## src/rtl/seq_arith_if.sv

```systemverilog
// Handshake bundle between a requester and the seq_arith divider/multiplier engines.
// Defining SEQ_ARITH_DBZ_EN adds the div_dbz completion flag.
interface seq_arith_if #(parameter int WIDTH = 32);
  logic             div_en;
  logic [WIDTH-1:0] div_y;
  logic [WIDTH-1:0] div_x;
  logic [WIDTH-1:0] div_q;
  logic [WIDTH-1:0] div_r;
  logic             div_done;
`ifdef SEQ_ARITH_DBZ_EN
  logic             div_dbz;
`endif
  logic             mul_enable;
  logic [WIDTH-1:0] mul_multiplicand;
  logic [WIDTH-1:0] mul_multiplier;
  logic [WIDTH-1:0] mul_result;
  logic             mul_done;

`ifdef SEQ_ARITH_DBZ_EN
  modport master (output div_en, div_y, div_x, mul_enable, mul_multiplicand, mul_multiplier,
                  input  div_q, div_r, div_done, div_dbz, mul_result, mul_done);
  modport slave  (input  div_en, div_y, div_x, mul_enable, mul_multiplicand, mul_multiplier,
                  output div_q, div_r, div_done, div_dbz, mul_result, mul_done);
`else
  modport master (output div_en, div_y, div_x, mul_enable, mul_multiplicand, mul_multiplier,
                  input  div_q, div_r, div_done, mul_result, mul_done);
  modport slave  (input  div_en, div_y, div_x, mul_enable, mul_multiplicand, mul_multiplier,
                  output div_q, div_r, div_done, mul_result, mul_done);
`endif
endinterface

```

## src/rtl/seq_arith.sv

```systemverilog
// Iterative restoring divider and shift-add multiplier, one result bit per clock each.
// SEQ_ARITH_DBZ_EN adds div_dbz and a short-cut completion for a zero divisor.
module seq_arith #(
  parameter int WIDTH = 32
) (
  input  logic       clk_i,
  input  logic       rst_i,
  seq_arith_if.slave arith
);
  localparam int CW = $clog2(WIDTH + 1);

  // D_IDLE: wait for div_en | D_RUN: one restoring step/cycle | D_FIN: publish q/r, pulse done
  typedef enum logic [1:0] {D_IDLE, D_RUN, D_FIN} div_state_t;
  // M_IDLE: wait for enable | M_RUN: shift-add steps, then publish | M_DONE: hold done until enable drops
  typedef enum logic [1:0] {M_IDLE, M_RUN, M_DONE} mul_state_t;

  div_state_t       dst_q, dst_d;
  logic [WIDTH-1:0] dvd_q, dvd_d;
  logic [WIDTH-1:0] dvs_q, dvs_d;
  logic [WIDTH-1:0] rem_q, rem_d;
  logic [WIDTH-1:0] divq_q, divq_d;
  logic [WIDTH-1:0] divr_q, divr_d;
  logic [CW-1:0]    dcnt_q, dcnt_d;
  logic             ddone_q, ddone_d;
  logic [WIDTH:0]   trial, diff;
`ifdef SEQ_ARITH_DBZ_EN
  logic             dbz_q, dbz_d;
  logic             dbzo_q, dbzo_d;
`endif

  mul_state_t       mst_q, mst_d;
  logic [WIDTH-1:0] ma_q, ma_d;
  logic [WIDTH-1:0] mb_q, mb_d;
  logic [WIDTH-1:0] acc_q, acc_d;
  logic [WIDTH-1:0] mres_q, mres_d;
  logic [CW-1:0]    mcnt_q, mcnt_d;
  logic             mdone_q, mdone_d;

  // The dividend register doubles as the quotient: dividend bits leave at the top
  // while quotient bits enter at the bottom.
  always_comb begin
    dst_d   = dst_q;
    dvd_d   = dvd_q;
    dvs_d   = dvs_q;
    rem_d   = rem_q;
    divq_d  = divq_q;
    divr_d  = divr_q;
    dcnt_d  = dcnt_q;
    ddone_d = 1'b0;
`ifdef SEQ_ARITH_DBZ_EN
    dbz_d   = dbz_q;
    dbzo_d  = 1'b0;
`endif
    trial   = {rem_q, dvd_q[WIDTH-1]};
    diff    = trial - {1'b0, dvs_q};
    case (dst_q)
      D_IDLE: begin
        if (arith.div_en) begin
          dvd_d  = arith.div_y;
          dvs_d  = arith.div_x;
          rem_d  = '0;
          dcnt_d = CW'(WIDTH);
          dst_d  = D_RUN;
`ifdef SEQ_ARITH_DBZ_EN
          dbz_d  = (arith.div_x == '0);
          if (arith.div_x == '0) begin
            dvd_d = '1;
            rem_d = arith.div_y;
            dst_d = D_FIN;
          end
`endif
        end
      end
      D_RUN: begin
        if (!diff[WIDTH]) begin
          rem_d = diff[WIDTH-1:0];
          dvd_d = {dvd_q[WIDTH-2:0], 1'b1};
        end else begin
          rem_d = trial[WIDTH-1:0];
          dvd_d = {dvd_q[WIDTH-2:0], 1'b0};
        end
        dcnt_d = dcnt_q - CW'(1);
        if (dcnt_q == CW'(1)) dst_d = D_FIN;
      end
      D_FIN: begin
        divq_d  = dvd_q;
        divr_d  = rem_q;
        ddone_d = 1'b1;
`ifdef SEQ_ARITH_DBZ_EN
        dbzo_d  = dbz_q;
`endif
        dst_d   = D_IDLE;
      end
      default: dst_d = D_IDLE;
    endcase
  end

  // The counter reaching zero while still in M_RUN is the publish cycle.
  always_comb begin
    mst_d   = mst_q;
    ma_d    = ma_q;
    mb_d    = mb_q;
    acc_d   = acc_q;
    mres_d  = mres_q;
    mcnt_d  = mcnt_q;
    mdone_d = mdone_q;
    case (mst_q)
      M_IDLE: begin
        if (arith.mul_enable) begin
          ma_d   = arith.mul_multiplicand;
          mb_d   = arith.mul_multiplier;
          acc_d  = '0;
          mcnt_d = CW'(WIDTH);
          mst_d  = M_RUN;
        end
      end
      M_RUN: begin
        if (!arith.mul_enable) begin
          mst_d = M_IDLE;
        end else if (mcnt_q == '0) begin
          mres_d  = acc_q;
          mdone_d = 1'b1;
          mst_d   = M_DONE;
        end else begin
          if (mb_q[0]) acc_d = acc_q + ma_q;
          ma_d   = {ma_q[WIDTH-2:0], 1'b0};
          mb_d   = {1'b0, mb_q[WIDTH-1:1]};
          mcnt_d = mcnt_q - CW'(1);
        end
      end
      M_DONE: begin
        if (!arith.mul_enable) begin
          mdone_d = 1'b0;
          mst_d   = M_IDLE;
        end
      end
      default: mst_d = M_IDLE;
    endcase
  end

  always_ff @(posedge clk_i or posedge rst_i) begin
    if (rst_i) begin
      dst_q   <= D_IDLE;
      dvd_q   <= '0;
      dvs_q   <= '0;
      rem_q   <= '0;
      divq_q  <= '0;
      divr_q  <= '0;
      dcnt_q  <= '0;
      ddone_q <= 1'b0;
`ifdef SEQ_ARITH_DBZ_EN
      dbz_q   <= 1'b0;
      dbzo_q  <= 1'b0;
`endif
      mst_q   <= M_IDLE;
      ma_q    <= '0;
      mb_q    <= '0;
      acc_q   <= '0;
      mres_q  <= '0;
      mcnt_q  <= '0;
      mdone_q <= 1'b0;
    end else begin
      dst_q   <= dst_d;
      dvd_q   <= dvd_d;
      dvs_q   <= dvs_d;
      rem_q   <= rem_d;
      divq_q  <= divq_d;
      divr_q  <= divr_d;
      dcnt_q  <= dcnt_d;
      ddone_q <= ddone_d;
`ifdef SEQ_ARITH_DBZ_EN
      dbz_q   <= dbz_d;
      dbzo_q  <= dbzo_d;
`endif
      mst_q   <= mst_d;
      ma_q    <= ma_d;
      mb_q    <= mb_d;
      acc_q   <= acc_d;
      mres_q  <= mres_d;
      mcnt_q  <= mcnt_d;
      mdone_q <= mdone_d;
    end
  end

  assign arith.div_q      = divq_q;
  assign arith.div_r      = divr_q;
  assign arith.div_done   = ddone_q;
`ifdef SEQ_ARITH_DBZ_EN
  assign arith.div_dbz    = dbzo_q;
`endif
  assign arith.mul_result = mres_q;
  assign arith.mul_done   = mdone_q;
endmodule

```

## src/flat_wrapper.sv

```systemverilog
// flat-port wrapper written by rule: the top's interface ports become plain ports
module seq_arith_flat 
#(
  parameter int WIDTH = 32
)
  (clk_i, rst_i, arith_div_en, arith_div_y, arith_div_x, arith_mul_enable, arith_mul_multiplicand, arith_mul_multiplier, arith_div_q, arith_div_r, arith_div_done, arith_mul_result, arith_mul_done);
  seq_arith_if #(.WIDTH(WIDTH)) arith_i ();
  input  logic clk_i;
  input  logic rst_i;
  input wire logic [$bits(arith_i.div_en)-1:0] arith_div_en;
  input wire logic [$bits(arith_i.div_y)-1:0] arith_div_y;
  input wire logic [$bits(arith_i.div_x)-1:0] arith_div_x;
  input wire logic [$bits(arith_i.mul_enable)-1:0] arith_mul_enable;
  input wire logic [$bits(arith_i.mul_multiplicand)-1:0] arith_mul_multiplicand;
  input wire logic [$bits(arith_i.mul_multiplier)-1:0] arith_mul_multiplier;
  output wire logic [$bits(arith_i.div_q)-1:0] arith_div_q;
  output wire logic [$bits(arith_i.div_r)-1:0] arith_div_r;
  output wire logic [$bits(arith_i.div_done)-1:0] arith_div_done;
  output wire logic [$bits(arith_i.mul_result)-1:0] arith_mul_result;
  output wire logic [$bits(arith_i.mul_done)-1:0] arith_mul_done;
  assign arith_i.div_en = arith_div_en;
  assign arith_i.div_y = arith_div_y;
  assign arith_i.div_x = arith_div_x;
  assign arith_i.mul_enable = arith_mul_enable;
  assign arith_i.mul_multiplicand = arith_mul_multiplicand;
  assign arith_i.mul_multiplier = arith_mul_multiplier;
  assign arith_div_q = arith_i.div_q;
  assign arith_div_r = arith_i.div_r;
  assign arith_div_done = arith_i.div_done;
  assign arith_mul_result = arith_i.mul_result;
  assign arith_mul_done = arith_i.mul_done;
  seq_arith #(.WIDTH(WIDTH)) u_core (.clk_i(clk_i), .rst_i(rst_i), .arith(arith_i));
endmodule
```

## config.mk

```make
export PLATFORM = sky130hd
export DESIGN_NAME = seq_arith_flat
export DESIGN_NICKNAME = d
export VERILOG_FILES = /design/src/rtl/seq_arith_if.sv /design/src/rtl/seq_arith.sv /design/src/flat_wrapper.sv
export SDC_FILE = /design/constraint.sdc
export NUM_CORES = 1
export LEC_CHECK = 0
export CAP_MARGIN = 20
export CELL_PAD_IN_SITES_DETAIL_PLACEMENT = 1
export CELL_PAD_IN_SITES_GLOBAL_PLACEMENT = 2
export CORE_UTILIZATION = 31
export CTS_CLUSTER_DIAMETER = 30
export DETAILED_ROUTE_END_ITERATION = 8
export PLACE_DENSITY_LB_ADDON = 0.2
export SETUP_SLACK_MARGIN = 0.5
export SLEW_MARGIN = 20
export SYNTH_ARGS = -nofsm -noshare
export SYNTH_HDL_FRONTEND = slang
export SYNTH_SLANG_ARGS = --single-unit
```

## constraint.sdc

```tcl
create_clock -name clk_i -period 10.6 [get_ports clk_i]
set_input_delay 2.12 -clock clk_i [delete_from_list [all_inputs] [get_ports clk_i]]
set_output_delay 2.12 -clock clk_i [all_outputs]
set_load 0.1 [all_outputs]
```

==> metrics.txt <==
largest net degree at the start of global routing roughly 160; synthesis-stage register bit count a little over 300; CTS Buf Count 92; area occupied by multi-input gates about 7700 um2; Iter 0 DRT Violations 600; Post-DP Area ~19000 um2; gr usage total around a fifth; commonest non-fill, non-tap cell in the layout nand2_1; flip-flop and latch area 7660 um2; CTS tree done; worst slack at placement 6.02 ns; Power Density 375 nW/um2; crit path kind flip-flop to output port; flop2flop setup slack about 6.8 ns; Synth Instances around 1700; Setup Buffers After CTS 0; max-slew violation count 0; Worst path slowest cell clkdlybuf4s50_1; vias in the first global route 14622; cts repair resizes 0; io pins 230; Clock transition at path regs approximately 0.04 ns; chip width between 200 and 250 um; Final Wtd Congestion ~0.76; CTS Root Cell clkbuf_16; mapped cell area between 15000 and 20000 um2; crit path cell chain clkdlybuf4s50_1; TNS Setup 0 ns; Routed Antenna Nets 0; Via Count approximately 13000; CTS max path bufs 3; Filler Cells Inserted 5589; drt first pass iters 4; Synth Area per Inst 9.37 um2; Worst-Margin Slew 1.11 ns; Worst path max stage delay ~1.2 ns; CP Buf/Inv Count 1; Final Hold Viols 0; RSZ-0062 raised after global routing no; sequential cell area fraction in the yosys report between 40% and 50%; Power Total around 0.0083 W; final setup fails 0; met1 Usage GRT about a quarter; Syn Nets 1900; VDD IR-drop max ~190 uV; RR Endpoint u_core.rem_q[13]; CTS H-tree lvls 3; Routed WL per cell 17.5 um; clock skew roughly 0.025 ns; Reg2Reg Launch Point u_core.dvd_q[31]; nets about 2200; WHS Path Cells 2; met3 GRT Util around 4%; Fmax roughly 0.23 GHz; ratio of cells with drive above 1 in the final layout around an eighth; family with the most delay on the worst path buffers and inverters; GRT met2 Usage between 30% and 40%; GRT Max-Usage Layer met2; Routed WL 47200 um; Main synth FF type dfrtp_1; Core Region roughly 50000 um2; hold endpoint u_core.arith.div_q[4]; Post-CTS Hold Buffers 0; outcome finished clean; FP Rows 82; Post-synth EDFFs 0; Warnings, synthesis 0; Yosys cell types 78; DP Wirelength roughly 31000 um; area delta synth->final 38.5%; share of flip-flops with an asynchronous set or reset 100%; Die Y approximately 230 um; Max-Cap Viols 0; # DRC 0; grt ovf 0; CP Launch Type flip-flop; Worst EP required about 8.5 ns; Final Util around 44%; starting density of the core roughly a third; PnR worst setup slack around 6.3 ns; finished layout cell area between 20000 and 25000 um2; IO buf count 229; R2R depth 15; worst-path maximum fanout 2; initial antenna violation count 4; fin crit period 4.31 ns; Hold Path Class flip-flop to flip-flop; first-pass GRT wire length between 70000 and 80000 um; Clock Latency Late Sink roughly 0.61 ns; Avg Vias per Cell between 4 and 5; min-delay src u_core.arith.div_q[4]; CP arrival between 2 and 2.5 ns; commonest non-fill, non-tap cells in the layout 391 x nand2_1, 306 x dfrtp_1, 228 x clkdlybuf4s50_1; Slew HR ~25%; Leak Pwr just over 10 nW; Crit. End Element output port; Tcrit/Tclk final between 40% and 50%; count of clock tree sinks around 300; full die area 52300 um2
## final cells by class
cell class | instances | area share, %
clock inverters | 43 | 2.02
multi-input cells | 1244 | 35.1
clock buffers | 126 | 12.0
repair buffers | 247 | 11.2
well taps | 672 | 3.81
diodes | 3 | 0.0341
flip-flops and latches | 306 | 34.7
inverters | 63 | 1.09
## worst reg2reg max path, stage by stage, from the launching register on
cell	delay, ns
dfrtp_1	0.39
inv_1	0.11
ha_1	0.18
inv_1	0.06
fa_1	0.42
a211oi_1	0.29
o21ai_0	0.16
a211oi_1	0.55
o2111ai_2	0.22
nand3_2	0.13
a31oi_4	0.11
xor2_4	0.16
buf_4	0.46
and3b_1	0.28
a21oi_1	0.05
o21ai_0	0.15
## stage by stage
step	hold slack, ns	std cells
floorplan	0.446	1699
global placement	0.460	2530
detailed placement	0.462	2532
CTS	0.474	2701
global route	0.481	2704
finish	0.466	2704
## cells in the mapped netlist, drive strengths merged, types with 24 or more instances
cell type,number,area (um2)
a21oi,90,458
mux2i,86,861
nor2,40,150
clkbuf,69,259
nor2b,45,282
inv,62,233
dfrtp,306,7660
ha,67,838
o21ai,217,1090
xnor2,24,210
xor2,26,246
mux2,33,372
a22oi,32,240
nand2,392,1470
## per-layer routing
metal,vias up,share of wire (%)
li1,6444,-
met1,6570,44
met2,210,50
met3,99,3.5
met4,2,2.5
met5,-,0.036
## power breakdown
group / internal, W / switching, W / leakage (nW)
registers: 0.00161 / 0.000332 / 3.95
logic: 0.00129 / 0.00236 / 4.76
clock network: 0.00187 / 0.000805 / 1.54
## registers in the layout, summed over array words and instances (netlist names)
register / flops
u_core.acc_q: 32
u_core.arith.div_q: 32
u_core.arith.div_r: 32
u_core.arith.mul_result: 32
u_core.dvd_q: 32
u_core.dvs_q: 32
u_core.ma_q: 32
u_core.mb_q: 32
u_core.rem_q: 32
u_core.dcnt_q: 6
u_core.mcnt_q: 6
u_core.dst_q: 2
u_core.mst_q: 2
u_core.arith.div_done: 1
u_core.arith.mul_done: 1
## logic make-up after synthesis
family | after synthesis | share of synthesized area [%]
flip-flops | 306 | 48.1
adder cells (fa/ha/maj) | 69 | 5.52
AO/OA/AOI/OAI | 444 | 17.0
buffers and inverters | 149 | 3.59
multiplexers | 119 | 7.74
XOR/XNOR | 50 | 2.87
AND/OR/NAND/NOR | 562 | 15.2
## worst max path at each step
stage,from,endpoint,cells past startpoint
floorplan,rst_i,u_core.acc_q[0],1
global placement,arith_mul_enable,u_core.acc_q[30],8
detailed placement,rst_i,u_core.arith.div_r[5],4
CTS,u_core.arith.div_r[28],arith_div_r[28],1
global route,u_core.arith.mul_done,arith_mul_done,1
finish,u_core.arith.div_r[28],arith_div_r[28],1
Note: power is estimated with default switching activity, not from simulation.
